==> src/rtl/game_sequencer_if.sv <==
// game_sequencer_if: level selection, play-logic results and game status
// exchanged between the game controller and its neighbours.
interface game_sequencer_if;
   logic [2:0] level;
   logic       level_valid;
   logic       hit;
   logic       miss;
   logic [2:0] speed;
   logic [4:0] target_count;
   logic       spawn;
   logic [4:0] remaining;
   logic [4:0] score;
   logic [4:0] misses;
   logic       game_active;
   logic       game_done;
   logic       pass;
   logic       level_err;

   // Drives level selection and hit/miss results, observes game status
   modport master (
      output level, level_valid, hit, miss,
      input  speed, target_count, spawn, remaining, score, misses,
             game_active, game_done, pass, level_err
   );

   // The game controller itself
   modport slave (
      input  level, level_valid, hit, miss,
      output speed, target_count, spawn, remaining, score, misses,
             game_active, game_done, pass, level_err
   );
endinterface

==> src/rtl/game_sequencer.sv <==
// game_sequencer: latches the difficulty, paces object spawns, tallies
// hit/miss results against outstanding objects and declares pass/fail.
module game_sequencer #(
   parameter int BASE_PERIOD = 1_000_000,
   parameter int MAX_MISS    = 3
) (
   input  logic            clk,
   input  logic            rst,
   game_sequencer_if.slave bus
);
   localparam int TW = $clog2(BASE_PERIOD);

   typedef enum logic [2:0] {IDLE, LOAD, PLAY, DRAIN, DONE} state_t;

   state_t        state;
   logic [2:0]    speed;
   logic [4:0]    target_count;
   logic          spawn;
   logic [4:0]    remaining;
   logic [4:0]    score;
   logic [4:0]    misses;
   logic          game_active;
   logic          game_done;
   logic          pass;
   logic          level_err;
   logic [TW-1:0] tick;
   logic [TW-1:0] period_m1;
   logic [4:0]    spawned;

   logic          level_ok;
   logic          in_game;
   logic [5:0]    resolved;
   logic [5:0]    resolved_next;
   logic [5:0]    outstanding;
   logic          accept_hit;
   logic          accept_miss;
   logic          fail_now;
   logic [4:0]    score_next;
   logic [4:0]    misses_next;
   logic [4:0]    remaining_next;
   logic [TW-1:0] tick_next;

   // Acceptance rules: results only count against objects already launched
   // (a spawn in the same cycle is not yet outstanding); with a single
   // outstanding object a simultaneous hit wins over the miss.
   always_comb begin
      level_ok       = (bus.level == 3'b001) || (bus.level == 3'b010) ||
                       (bus.level == 3'b100);
      in_game        = (state == PLAY) || (state == DRAIN);
      resolved       = {1'b0, score} + {1'b0, misses};
      outstanding    = {1'b0, spawned} - resolved;
      accept_hit     = in_game && bus.hit && (outstanding >= 6'd1);
      accept_miss    = in_game && bus.miss &&
                       (outstanding >= (bus.hit ? 6'd2 : 6'd1));
      score_next     = score + {4'd0, accept_hit};
      misses_next    = misses + {4'd0, accept_miss};
      resolved_next  = {1'b0, score_next} + {1'b0, misses_next};
      fail_now       = accept_miss && (misses_next == 5'(MAX_MISS));
      tick_next      = (tick == period_m1) ? '0 : tick + TW'(1);
      remaining_next = (spawn && (remaining != 5'd0)) ? remaining - 5'd1 : remaining;
   end

   // Game FSM with all status outputs registered alongside the state
   always_ff @(posedge clk or negedge rst) begin
      if (!rst) begin
         state        <= IDLE;
         speed        <= '0;
         target_count <= '0;
         spawn        <= 1'b0;
         remaining    <= '0;
         score        <= '0;
         misses       <= '0;
         game_active  <= 1'b0;
         game_done    <= 1'b0;
         pass         <= 1'b0;
         level_err    <= 1'b0;
         tick         <= '0;
         period_m1    <= '0;
         spawned      <= '0;
      end else begin
         case (state)
            IDLE: begin
               if (bus.level_valid) begin
                  if (level_ok) begin
                     level_err <= 1'b0;
                     state     <= LOAD;
                     case (bus.level)
                        3'b001: begin
                           speed        <= 3'd1;
                           target_count <= 5'd8;
                           period_m1    <= TW'(BASE_PERIOD - 1);
                        end
                        3'b010: begin
                           speed        <= 3'd2;
                           target_count <= 5'd12;
                           period_m1    <= TW'(BASE_PERIOD / 2 - 1);
                        end
                        default: begin
                           speed        <= 3'd4;
                           target_count <= 5'd16;
                           period_m1    <= TW'(BASE_PERIOD / 4 - 1);
                        end
                     endcase
                  end else begin
                     level_err <= 1'b1;
                  end
               end
            end
            LOAD: begin
               remaining   <= target_count;
               score       <= '0;
               misses      <= '0;
               tick        <= '0;
               spawned     <= '0;
               game_active <= 1'b1;
               // A one-cycle period spawns in the very first PLAY cycle
               spawn       <= (period_m1 == '0);
               state       <= PLAY;
            end
            PLAY: begin
               score     <= score_next;
               misses    <= misses_next;
               tick      <= tick_next;
               remaining <= remaining_next;
               if (spawn) begin
                  spawned <= spawned + 5'd1;
               end
               if (fail_now) begin
                  state       <= DONE;
                  game_active <= 1'b0;
                  game_done   <= 1'b1;
                  pass        <= 1'b0;
                  spawn       <= 1'b0;
               end else if (spawn && (remaining_next == 5'd0)) begin
                  state <= DRAIN;
                  spawn <= 1'b0;
               end else begin
                  spawn <= (tick_next == period_m1);
               end
            end
            DRAIN: begin
               score  <= score_next;
               misses <= misses_next;
               if (fail_now) begin
                  state       <= DONE;
                  game_active <= 1'b0;
                  game_done   <= 1'b1;
                  pass        <= 1'b0;
               end else if (resolved_next == {1'b0, target_count}) begin
                  state       <= DONE;
                  game_active <= 1'b0;
                  game_done   <= 1'b1;
                  pass        <= 1'b1;
               end
            end
            default: begin
            end
         endcase
      end
   end

   assign bus.speed        = speed;
   assign bus.target_count = target_count;
   assign bus.spawn        = spawn;
   assign bus.remaining    = remaining;
   assign bus.score        = score;
   assign bus.misses       = misses;
   assign bus.game_active  = game_active;
   assign bus.game_done    = game_done;
   assign bus.pass         = pass;
   assign bus.level_err    = level_err;
endmodule

==> src/flat_wrapper.sv <==
// flat-port wrapper written by rule: the top's interface ports become plain ports
module game_sequencer_flat 
#(
   parameter int BASE_PERIOD = 1_000_000,
   parameter int MAX_MISS    = 3
)
  (clk, rst, bus_level, bus_level_valid, bus_hit, bus_miss, bus_speed, bus_target_count, bus_spawn, bus_remaining, bus_score, bus_misses, bus_game_active, bus_game_done, bus_pass, bus_level_err);
  game_sequencer_if bus_i ();
  input  logic clk;
  input  logic rst;
  input wire logic [$bits(bus_i.level)-1:0] bus_level;
  input wire logic [$bits(bus_i.level_valid)-1:0] bus_level_valid;
  input wire logic [$bits(bus_i.hit)-1:0] bus_hit;
  input wire logic [$bits(bus_i.miss)-1:0] bus_miss;
  output wire logic [$bits(bus_i.speed)-1:0] bus_speed;
  output wire logic [$bits(bus_i.target_count)-1:0] bus_target_count;
  output wire logic [$bits(bus_i.spawn)-1:0] bus_spawn;
  output wire logic [$bits(bus_i.remaining)-1:0] bus_remaining;
  output wire logic [$bits(bus_i.score)-1:0] bus_score;
  output wire logic [$bits(bus_i.misses)-1:0] bus_misses;
  output wire logic [$bits(bus_i.game_active)-1:0] bus_game_active;
  output wire logic [$bits(bus_i.game_done)-1:0] bus_game_done;
  output wire logic [$bits(bus_i.pass)-1:0] bus_pass;
  output wire logic [$bits(bus_i.level_err)-1:0] bus_level_err;
  assign bus_i.level = bus_level;
  assign bus_i.level_valid = bus_level_valid;
  assign bus_i.hit = bus_hit;
  assign bus_i.miss = bus_miss;
  assign bus_speed = bus_i.speed;
  assign bus_target_count = bus_i.target_count;
  assign bus_spawn = bus_i.spawn;
  assign bus_remaining = bus_i.remaining;
  assign bus_score = bus_i.score;
  assign bus_misses = bus_i.misses;
  assign bus_game_active = bus_i.game_active;
  assign bus_game_done = bus_i.game_done;
  assign bus_pass = bus_i.pass;
  assign bus_level_err = bus_i.level_err;
  game_sequencer #(.BASE_PERIOD(BASE_PERIOD), .MAX_MISS(MAX_MISS)) u_core (.clk(clk), .rst(rst), .bus(bus_i));
endmodule
==> config.mk <==
export PLATFORM = sky130hd
export DESIGN_NAME = game_sequencer_flat
export DESIGN_NICKNAME = d
export VERILOG_FILES = /design/src/rtl/game_sequencer_if.sv /design/src/rtl/game_sequencer.sv /design/src/flat_wrapper.sv
export SDC_FILE = /design/constraint.sdc
export NUM_CORES = 1
export LEC_CHECK = 0
export CAP_MARGIN = 10
export CORE_ASPECT_RATIO = 0.75
export CORE_MARGIN = 2
export CORE_UTILIZATION = 30
export DETAILED_ROUTE_END_ITERATION = 10
export GPL_TIMING_DRIVEN = 0
export PLACE_DENSITY = 0.46
export SYNTH_ARGS = -nofsm -noshare
export SYNTH_HDL_FRONTEND = slang
export SYNTH_SLANG_ARGS = --single-unit
==> constraint.sdc <==
create_clock -name clk -period 4.4 [get_ports clk]
set_clock_uncertainty 0.05 [all_clocks]
set_input_delay 0.44 -clock clk [delete_from_list [all_inputs] [get_ports clk]]
set_output_delay 0.44 -clock clk [all_outputs]
set_load 0.01 [all_outputs]
### Yosys cells after proc, flatten, opt, wreduce, memory -nomap -nowiden

Index checks and enable logic that the tools add are counted.

| cells by class | value |
|---|---|
| reduce and logical (&&, ||, !) cells | 26 |
| multiplexer cells | 33 |
| bitwise operators | 0 |
| div/mod/pow operators | 0 |
| equality and inequality tests | 16 |
| $add $sub $neg | 8 |
| shifts and indexed selects | 0 |
| $mul | 0 |
| $lt $le $gt $ge | 2 |

Operators by type and width:

| kind | count |
|---|---|
| 20-bit case mux with 2 select lines | 2 |
| 5-bit case mux with 2 select lines | 5 |
| 20-bit equality test | 2 |
| 20-bit by 1-bit adder with 20-bit output (second input constant) | 1 |
| 20-bit logical NOT | 1 |
| 20-bit two-way mux | 1 |
| 3-bit two-way mux | 6 |
| 5-bit by 5-bit adder with 6-bit output | 2 |
| 3-bit case mux with 4 select lines | 1 |
| 5-bit by 1-bit adder with 5-bit output | 2 |
| 1-bit two-way mux | 10 |
| 5-bit two-way mux | 2 |
| 3-bit by 2-bit equality test with 1-bit output (second input constant) | 3 |
| 3-bit AND reduction | 3 |
| 1-bit logical AND | 7 |
| 3-bit by 1-bit equality test with 1-bit output (second input constant) | 2 |
| 6-bit by 5-bit equality test with 1-bit output | 1 |
| 6-bit by 1-bit greater-or-equal comparator with 1-bit output (second input constant) | 1 |
| 6-bit greater-or-equal comparator | 1 |
| 2-bit by 1-bit != test with 1-bit output (second input constant) | 3 |
| 3-bit by 2-bit != test with 1-bit output (second input constant) | 2 |
| 1-bit case mux with 2 select lines | 3 |
| 3-bit case mux with 2 select lines | 1 |
| 2-bit nonzero test | 3 |
| other kinds (17) | 20 |

| word-level totals | value |
|---|---|
| bits in read-only memories | 0 |
| output and inout bits | 28 |
| RAM bits | 0 |
| word-level logic and storage cells | 99 |
| bits in registers | 76 |
| bits of input ports | 8 |
| memories | 0 |
| bits in latches | 0 |

### Depth between registers and ports, before layout

Gate-level depths: netlist of the first run.

| depth | value |
|---|---|
| word-level depth | 10 |
| mapped depth | 20 |
| gate-level depth less buffers | 20 |

### Worst setup path before layout of the first run

OpenSTA, ideal clock, no wires.

| path | value |
|---|---|
| path kind | reg2reg |
| from | register u_core.misses[4], in the netlist u_core.bus.misses[4] |
| to | register u_core.game_active, in the netlist u_core.bus.game_active |
| stages on the path, launching flop included | 18 |
| path slack | -0.243 ns |
| setup time | 0.140 ns |
| required time | 4.210 ns |
| clock period less this slack | 4.643 ns |
| data arrival time | 4.453 ns |
| buffers on the path | 0 |
| path through | dfrtp_1 > inv_1 > fa_1 > ha_1 > nor2b_1 > a2111oi_0 > a31oi_1 > or3_1 > o311a_1 > ha_1 > ha_1 > fa_1 > xnor2_1 > xnor2_1 > xnor2_1 > nand2_1 > nor4_1 > nor3_1 |

| on the way | value |
|---|---|
| word-level cells in the longest chain between the ends | 9 |
| elaborated cells on any way between the ends | 17 |
| classes of those cells | add/sub (5); order compare (2); eq/ne (4); mux (2); reduce/logical (4) |

Ends and longest elaborated chain:

| item | RTL line | RTL |
|---|---|---|
| from (decl) | game_sequencer.sv:21 | `logic [4:0] misses;` |
| from (signal assigned) | game_sequencer.sv:122 | `misses <= misses_next;` |
| from (signal assigned) | game_sequencer.sv:143 | `misses <= misses_next;` |
| 5-bit by 5-bit adder with 6-bit output | game_sequencer.sv:50 | `resolved = {1'b0, score} + {1'b0, misses};` |
| 5-bit by 6-bit subtractor with 6-bit output | game_sequencer.sv:51 | `outstanding = {1'b0, spawned} - resolved;` |
| 6-bit by 1-bit greater-or-equal comparator with 1-bit output / 6-bit greater-or-equal comparator (equally long branches) | game_sequencer.sv:52, game_sequencer.sv:54 |  |
| 1-bit logical AND, on equally long branches | game_sequencer.sv:52, game_sequencer.sv:53 |  |
| 5-bit by 1-bit adder with 5-bit output, on equally long branches | game_sequencer.sv:55, game_sequencer.sv:56 |  |
| 5-bit by 5-bit adder with 6-bit output / 5-bit by 2-bit equality test with 1-bit output (equally long branches) | game_sequencer.sv:57, game_sequencer.sv:58 |  |
| 6-bit by 5-bit equality test with 1-bit output / 1-bit logical AND (equally long branches) | game_sequencer.sv:149, game_sequencer.sv:58 |  |
| 3-bit by 2-bit != test with 1-bit output (no line), or another cell as far along | n/a |  |
| 3-bit AND reduction (no line) / 1-bit case mux with 3 select lines (equally long branches) | n/a |  |
| to (signal assigned) | game_sequencer.sv:73 | `game_active <= 1'b0;` |
| to (signal assigned) | game_sequencer.sv:146 | `game_active <= 1'b0;` |
| to (signal assigned) | game_sequencer.sv:151 | `game_active <= 1'b0;` |
| to (decl) | game_sequencer.sv:22 | `logic game_active;` |

Parallel ways exist; a longest one is shown, timed or not.
A chain may end at the register's enable or synchronous reset.

### Worst setup path in the final report of the first run

| path | value |
|---|---|
| from | register u_core.score[4], in the netlist u_core.bus.score[4] |
| to | register u_core.game_active, in the netlist u_core.bus.game_active |

| on the way | value |
|---|---|
| word-level cells in the longest chain between the ends | 9 |
| elaborated cells on any way between the ends | 17 |
| classes of those cells | add/sub (5); order compare (2); eq/ne (4); mux (2); reduce/logical (4) |

Ends and longest elaborated chain:

| item | RTL line | RTL |
|---|---|---|
| from (decl) | game_sequencer.sv:20 | `logic [4:0] score;` |
| from (signal assigned) | game_sequencer.sv:121 | `score <= score_next;` |
| from (signal assigned) | game_sequencer.sv:142 | `score <= score_next;` |
| 5-bit by 5-bit adder with 6-bit output | game_sequencer.sv:50 |  |
| 5-bit by 6-bit subtractor with 6-bit output | game_sequencer.sv:51 |  |
| 6-bit by 1-bit greater-or-equal comparator with 1-bit output / 6-bit greater-or-equal comparator (equally long branches) | game_sequencer.sv:52, game_sequencer.sv:54 |  |
| 1-bit logical AND, on equally long branches | game_sequencer.sv:52, game_sequencer.sv:53 |  |
| 5-bit by 1-bit adder with 5-bit output, on equally long branches | game_sequencer.sv:55, game_sequencer.sv:56 |  |
| 5-bit by 5-bit adder with 6-bit output / 5-bit by 2-bit equality test with 1-bit output (equally long branches) | game_sequencer.sv:57, game_sequencer.sv:58 |  |
| 6-bit by 5-bit equality test with 1-bit output / 1-bit logical AND (equally long branches) | game_sequencer.sv:149, game_sequencer.sv:58 |  |
| 3-bit by 2-bit != test with 1-bit output (no line), or another cell as far along | n/a |  |
| 3-bit AND reduction (no line) / 1-bit case mux with 3 select lines (equally long branches) | n/a |  |

Parallel ways exist; a longest one is shown, timed or not.

==> summary.md, run 1 <==
| Metric | Value |
|---|---|
| Status | `complete, but fails checks` |
| Violated checks | `negative setup slack` |
| Critical Path Max Stage Delay | `0.59 ns` |
| Pins over their slew limit | `0` |
| Height of the die | `108.2 µm` |
| Fin crit share | `102.6%` |
| Leading area contributor after synthesis | `dfrtp_1` |
| Net switching power | `1.393 mW` |
| Comb power frac | `64.7%` |
| Crit path max-delay family | `adder cells` |
| H-tree levels | `2` |
| RSZ-0062 raised after global routing | `yes` |
| Nets | `618` |
| Prevailing post-synth register cell | `dfrtp_1` |
| PwrDens | `572.8 nW/µm²` |
| Critical path class | `reg2reg` |
| Die X-Extent | `143.0 µm` |
| Die Area | `15,470 µm²` |
| Async SR Flop Fraction | `100.0%` |
| Antenna viol nets, final | `0` |
| Clk pin slew, worst setup/hold paths | `0.08 ns` |
| Synth warn | `0` |
| Number of max-cap violations | `0` |
| CP Data Required Time | `4.58 ns` |
| Flop pwr share | `22.0%` |
| Gp weighted congestion | `0.8245` |
| Core Region | `14,310 µm²` |
| Most frequent cell after synthesis | `dfrtp_1` |
| P_int | `1.769 mW` |
| Vias in the first global route | `4,014` |
| Seq cells post-synth | `55` |
| Post-place setup slack | `-0.4821 ns` |
| Initial DRC Count | `314` |
| Most frequent cells after synthesis | `dfrtp_1, nand2_1, o21ai_0` |
| GRT Total Usage | `19.03%` |
| Seq/Total Area, Yosys | `31.68%` |
| Pin count of the biggest net entering global routing | `29` |
| Via Count | `4,209` |
| Critical Path, Cell by Cell | `inv_2, fa_1, ha_4, nor3_1, a21oi_1, a2bb2oi_1, or3_1, o311a_1, ha_4, ha_4, ha_1, a21oi_2, maj3_2, mux2i_4, inv_1, o31ai_4, a31oi_1, nor3_1` |
| Layout cells sized above 1 | `17.38%` |
| Library cells used by synthesis | `63` |
| Max Fclk | `0.2215 GHz` |
| Row count | `38` |
| Placed cell count | `757` |
| Initial core utilization | `30.35%` |
| Lkg Pwr | `2.184 nW` |
| Switching Fraction | `44.05%` |
| CTS tree | `done` |
| # clock sinks | `55` |
| Final hold violation count | `0` |
| DRT Pass-1 Iters | `5` |
| Crit path capture type | `flop` |
| First-pass GRT wire length | `22.73 mm` |
| Worst setup margin | `-0.1142 ns` |
| Synth top area cells | `dfrtp_1, ha_1, o21ai_0` |
| Area Growth Syn to Fin | `27.04%` |
| Clock power frac | `13.4%` |
| Worst-skew pair later-pin latency | `0.31 ns` |
| Worst setup SP type | `flop` |
| Post-Route WL | `14.14 mm` |
| HPWL after DPL | `10.28 mm` |
| Synthesized area | `4344 µm²` |
| Hold-fix buffers, CTS | `0` |
| Finished Layout Cells | `787` |
| Worst slew pin tran | `1.023 ns` |
| CTS max path bufs | `2` |
| CTS buffer count | `5` |
| Vias per cell | `5.348` |
| Worst hold path class | `in2async` |
| EDFF count, synth | `0` |
| Gr ovfl total | `0` |
| CTS root buf | `clkbuf_16` |
| Syn_area_per_cell | `8.275 µm²` |
| Tmin final | `4.514 ns` |
| Io pins | `36` |
| Antenna cells | `0` |
| Initial antenna violation count | `0` |
| Worst ir drop on vdd | `0.0002271 V` |
| Crit path max-delay cell type | `fa_1` |
| Gate count after technology mapping | `525` |
| Share of the synthesized area in the top cell type | `31.68%` |
| Port Buf Inserts | `30` |
| Data arrival, critical path | `4.70 ns` |
| CP Buf/Inv Count | `2` |
| Slew margin rel. | `31.67%` |
| CP dominant cell by count | `ha_4` |
| WL per Instance | `17.97 µm` |
| Crit path max fanout | `4` |
| DR DRC count | `0` |
| Final setup fails | `5` |
power groups by stage:
stage | logic (mW) | clock network [mW] | registers [mW]
after floorplan | 0.985 | 0 | 0.721
after global placement | 1.45 | 0 | 0.722
after detailed placement | 1.48 | 0 | 0.722
after CTS | 1.88 | 0.439 | 0.690
after global routing | 2.25 | 0.460 | 0.710
final | 2.04 | 0.423 | 0.694
per-stage QoR:
step | utilization (%) | total power, mW | setup TNS [ns] | hold WS [ns] | area, µm²
2_1_floorplan | - | 1.707 | 0 | 0.09441 | 4389
3_3_place_gp | 34.52 | 2.176 | -2.309 | 0.4118 | 4940
3_5_place_dp | 34.62 | 2.197 | -2.676 | 0.4103 | 4955
4_1_cts | 37.77 | 3.005 | -0.7241 | 0.1466 | 5405
5_1_grt | 38.56 | 3.417 | -1.707 | 0.1853 | 5519
6_report | 38.56 | 3.161 | -0.3008 | 0.1202 | 5519
registers in the layout (all words and copies together), names as in the netlist:
register                count
u_core.tick                20
u_core.bus.speed            2
u_core.bus.misses           5
u_core.bus.score            5
u_core.bus.game_done        1
u_core.bus.level_err        1
u_core.bus.spawn            1
u_core.bus.remaining        5
u_core.state                3
u_core.bus.pass             1
u_core.period_m1            5
u_core.bus.game_active      1
u_core.spawned              5
final timing paths:
kind | cells after the start | endpoint | start | slack (ns)
max in group asynchronous | 2 | u_core.spawned[0] | rst | 3.54
min reg2reg | 1 | u_core.bus.game_done | u_core.bus.game_done | 0.44
max | 18 | u_core.bus.game_active | u_core.bus.score[4] | -0.11
min | 1 | u_core.bus.game_done | rst | 0.12
max reg2reg | 18 | u_core.bus.game_active | u_core.bus.score[4] | -0.11
min in group clk | 1 | u_core.bus.game_done | u_core.bus.game_done | 0.44
final cells by class:
type	instances	area [µm²]
fillers	1459	8792
multi-input cells	400	2930
flip-flops and latches	55	1383
repair buffers	53	484.2
well taps	200	250.2
plain buffers	43	216.5
clock buffers	5	125.1
inverters	28	105.1
clock inverters	3	25.02
cell families (layout without fill, tap and decap cells):
logic type | after synthesis | in the layout | share of synthesized area [%]
and+or+nand+nor | 192 | 192 | 22.93
AOI/OAI and AO/OA | 143 | 143 | 21.89
buffers and inverters | 71 | 132 | 7.373
DFF | 55 | 55 | 31.68
xor gates and xnor gates | 33 | 33 | 6.653
adders and majority gates | 26 | 26 | 8.410
muxes | 4 | 4 | 0.9792
other | 1 | 2 | 0.08632
placed cells by master (no fill, tap or decap), types with 16 or more instances in the layout:
master,count
buf_4,33
clkbuf_1,20
inv_1,24
dfrtp_1,50
nor2_1,33
xnor2_1,16
clkdlybuf4s50_1,29
nand3_1,29
o21ai_0,41
a21oi_1,23
o31ai_1,19
nand2_1,49
routing by layer:
metal  global-route usage [%]  vias up  wire (µm)
met1                    30.81     2056       7775
met4                    3.960        0        160
met5                        0        -          0
li1                         -     2030          -
met2                    25.50      111       5457
met3                    3.632       12        750
repair_timing:
| action | CTS | global route |
|---|---|---|
| pin swaps | 19 | 18 |
| endpoints found under the setup margin | 7 | 7 |
| buffers inserted | 17 | 5 |
| resized for setup | 27 | 13 |
Power figures use the tool's default switching activity.
==> run 2, diff against run 1 <==
CELL_PAD_IN_SITES_DETAIL_PLACEMENT = 0   (was not set)
CELL_PAD_IN_SITES_GLOBAL_PLACEMENT = 2   (was not set)
PLACE_DENSITY = 0.7   (was 0.46)
==> run 2 against run 1 <==
Against the previous run:
- the run still ends with negative setup slack left
- power rose by 4.6%
- die area is the same
- hold slack improved by 0.038 ns
- global-route usage increased by 0.83 points
- clock power increased by 3%
- fmax down 0.45%
- sequential share of layout area down 0.34 points
- cell count grew 0.38%
- cell area is 1.4% higher
- non-clock buffer count increased by 3
- critical path depth unchanged
- combinational power increased by 6%
==> summary.md, run 2 (synthesis gave the netlist of run 1 again) <==
| Metric | Value |
|---|---|
| Status | `complete, but fails checks` |
| Violated checks | `negative setup slack` |
| Critical Path, Cell by Cell | `fa_2, ha_4, a21o_1, a2111oi_4, a31oi_1, or3_1, o311a_4, ha_4, ha_4, fa_2, xnor2_2, xnor2_1, xnor2_1, nand2_2, buf_4, buf_6, nor4_4, nor3_2` |
| Worst ir drop on vdd | `0.0002307 V` |
| RSZ-0062 raised after global routing | `yes` |
| Lkg Pwr | `2.231 nW` |
| Global routing usage on met1 | `33.44%` |
| Area Growth Syn to Fin | `28.77%` |
| Worst setup SP type | `flop` |
| Initial DRC Count | `247` |
| Pins over their slew limit | `0` |
| Post-Route WL | `14.66 mm` |
| Gr ovfl total | `0` |
| Grt peak-use layer | `met1` |
| Row count | `38` |
| Multi-input logic area | `2984 µm²` |
| Die X-Extent | `143.0 µm` |
| H-tree levels | `2` |
| Top reg by flops | `u_core.tick` |
| CTS buffer count | `5` |
| Largest register FFs | `20` |
| CP Buf/Inv Count | `2` |
| Grt met2 use | `25.94%` |
| Vias in the first global route | `4,089` |
| PwrDens | `590.9 nW/µm²` |
| Worst hold path class | `in2async` |
| Antenna cells | `0` |
| Gp weighted congestion | `0.8548` |
| Crit path capture type | `flop` |
| FF/Latch Area | `1383 µm²` |
| Worst setup margin | `-0.1344 ns` |
| Pin count of the biggest net entering global routing | `56` |
| Final hold violation count | `0` |
| Worst-skew pair later-pin latency | `0.31 ns` |
| # clock sinks | `55` |
| CTS max path bufs | `2` |
| CP Data Required Time | `4.55 ns` |
| Hold_ws | `0.1586 ns` |
| Crit path max-delay cell type | `dfrtp_2` |
| Most frequent cells in the layout | `dfrtp_1, nand2_1, o21ai_0` |
| Max Fclk | `0.2205 GHz` |
| Most common cell after layout, fill and taps aside | `dfrtp_1` |
| Nets | `621` |
| First-pass GRT wire length | `23.63 mm` |
| Critical path class | `reg2reg` |
| Vias per cell | `5.354` |
| Critical Path Max Stage Delay | `0.43 ns` |
| Met3 Usage GRT | `3.189%` |
| Slew margin rel. | `24.94%` |
| Number of max-cap violations | `0` |
| Core Region | `14,310 µm²` |
| GRT Total Usage | `19.87%` |
| Io pins | `36` |
| Layout Utilization | `39.09%` |
| DRT Pass-1 Iters | `5` |
| HPWL after DPL | `10.26 mm` |
| Tmin final | `4.534 ns` |
| Hold-fix buffers, CTS | `0` |
| CP dominant cell by count | `ha_4` |
| Initial core utilization | `30.35%` |
| Data arrival, critical path | `4.68 ns` |
| Crit path max fanout | `3` |
| Layout cells sized above 1 | `18.64%` |
| Initial antenna violation count | `0` |
| Fin crit share | `103.1%` |
| Fill count | `1,465` |
| WL per Instance | `18.56 µm` |
| DR DRC count | `0` |
| Setup tns final | `-0.4752 ns` |
| Final setup fails | `6` |
| Antenna viol nets, final | `0` |
| Post-place setup slack | `-0.5139 ns` |
| CTS root buf | `clkbuf_16` |
| CTS tree | `done` |
| Die Area | `15,470 µm²` |
| Via Count | `4,230` |
| Crit path max-delay family | `adder cells` |
| Height of the die | `108.2 µm` |
| Clk pin slew, worst setup/hold paths | `0.08 ns` |
| Worst slew pin tran | `1.123 ns` |
| Port Buf Inserts | `30` |
==> run 2: changes by cell type in the layout (fill, tap and decap cells not counted), moves of 2 or more <==
cell      before  now
clkinv_4       2    0
buf_4         33   38
inv_6          0    3
xnor2_1       16   14
==> run 2: metal layers <==
metal	wire length, µm	share of wire [%]
met1	8281	56
met2	5704	39
met3	616	4.2
met4	57	0.39
met5	0	0
==> run 2: cell type report <==
class	count	area share, %
well taps	200	4.473
inverters	28	1.879
clock inverters	3	0.4697
flip-flops and latches	55	24.71
plain buffers	42	3.802
repair buffers	57	9.081
multi-input cells	400	53.34
clock buffers	5	2.237
==> run 2: power breakdown <==
group          internal, mW  switching, mW
logic                  1.03           1.15
clock network         0.219          0.219
registers             0.603         0.0923
==> run 2: worst register-to-register path, delay by kind of cell, from the launching register on <==
| family | cells | cell delay [ns] |
|---|---|---|
| and+or+nand+nor | 4 | 0.74 |
| buffers and inverters | 2 | 0.28 |
| adders and majority gates | 5 | 1.43 |
| DFF | 1 | 0.43 |
| xor gates and xnor gates | 3 | 0.54 |
| AOI/OAI and AO/OA | 4 | 0.96 |
==> run 2: final timing paths <==
| path | start | to | slack (ns) | depth (start not counted) |
|---|---|---|---|---|
| max | u_core.spawned[0] | u_core.state[1] | -0.13 | 18 |
| min | rst | u_core.tick[1] | 0.16 | 1 |
| max reg2reg | u_core.spawned[0] | u_core.state[1] | -0.13 | 18 |
| min reg2reg | u_core.bus.game_done | u_core.bus.game_done | 0.44 | 1 |
| max in group asynchronous | rst | u_core.bus.score[1] | 3.56 | 1 |
| min in group clk | u_core.bus.game_done | u_core.bus.game_done | 0.44 | 1 |
==> run 2: repair_timing <==
item | 4_1_cts | 5_1_grt
pin swaps | 22 | 23
gates cloned | 0 | 0
gates resized for setup | 27 | 22
buffers inserted | 21 | 6
endpoints found under the hold margin | 0 | 0
endpoints found under the setup margin | 7 | 6
==> run 2: through the flow <==
step	cells	instance area [µm²]	power [mW]
2_1_floorplan	526	4389	1.707
3_3_place_gp	756	4940	2.188
3_5_place_dp	756	4937	2.202
4_1_cts	785	5399	3.041
5_1_grt	790	5594	3.568
6_report	790	5594	3.305
==> run 3, diff against run 2 <==
CAP_MARGIN = not set   (was 10)
==> results of run 3 <==
Same layout as run 2: the final DEF is identical, and so are final timing and power.
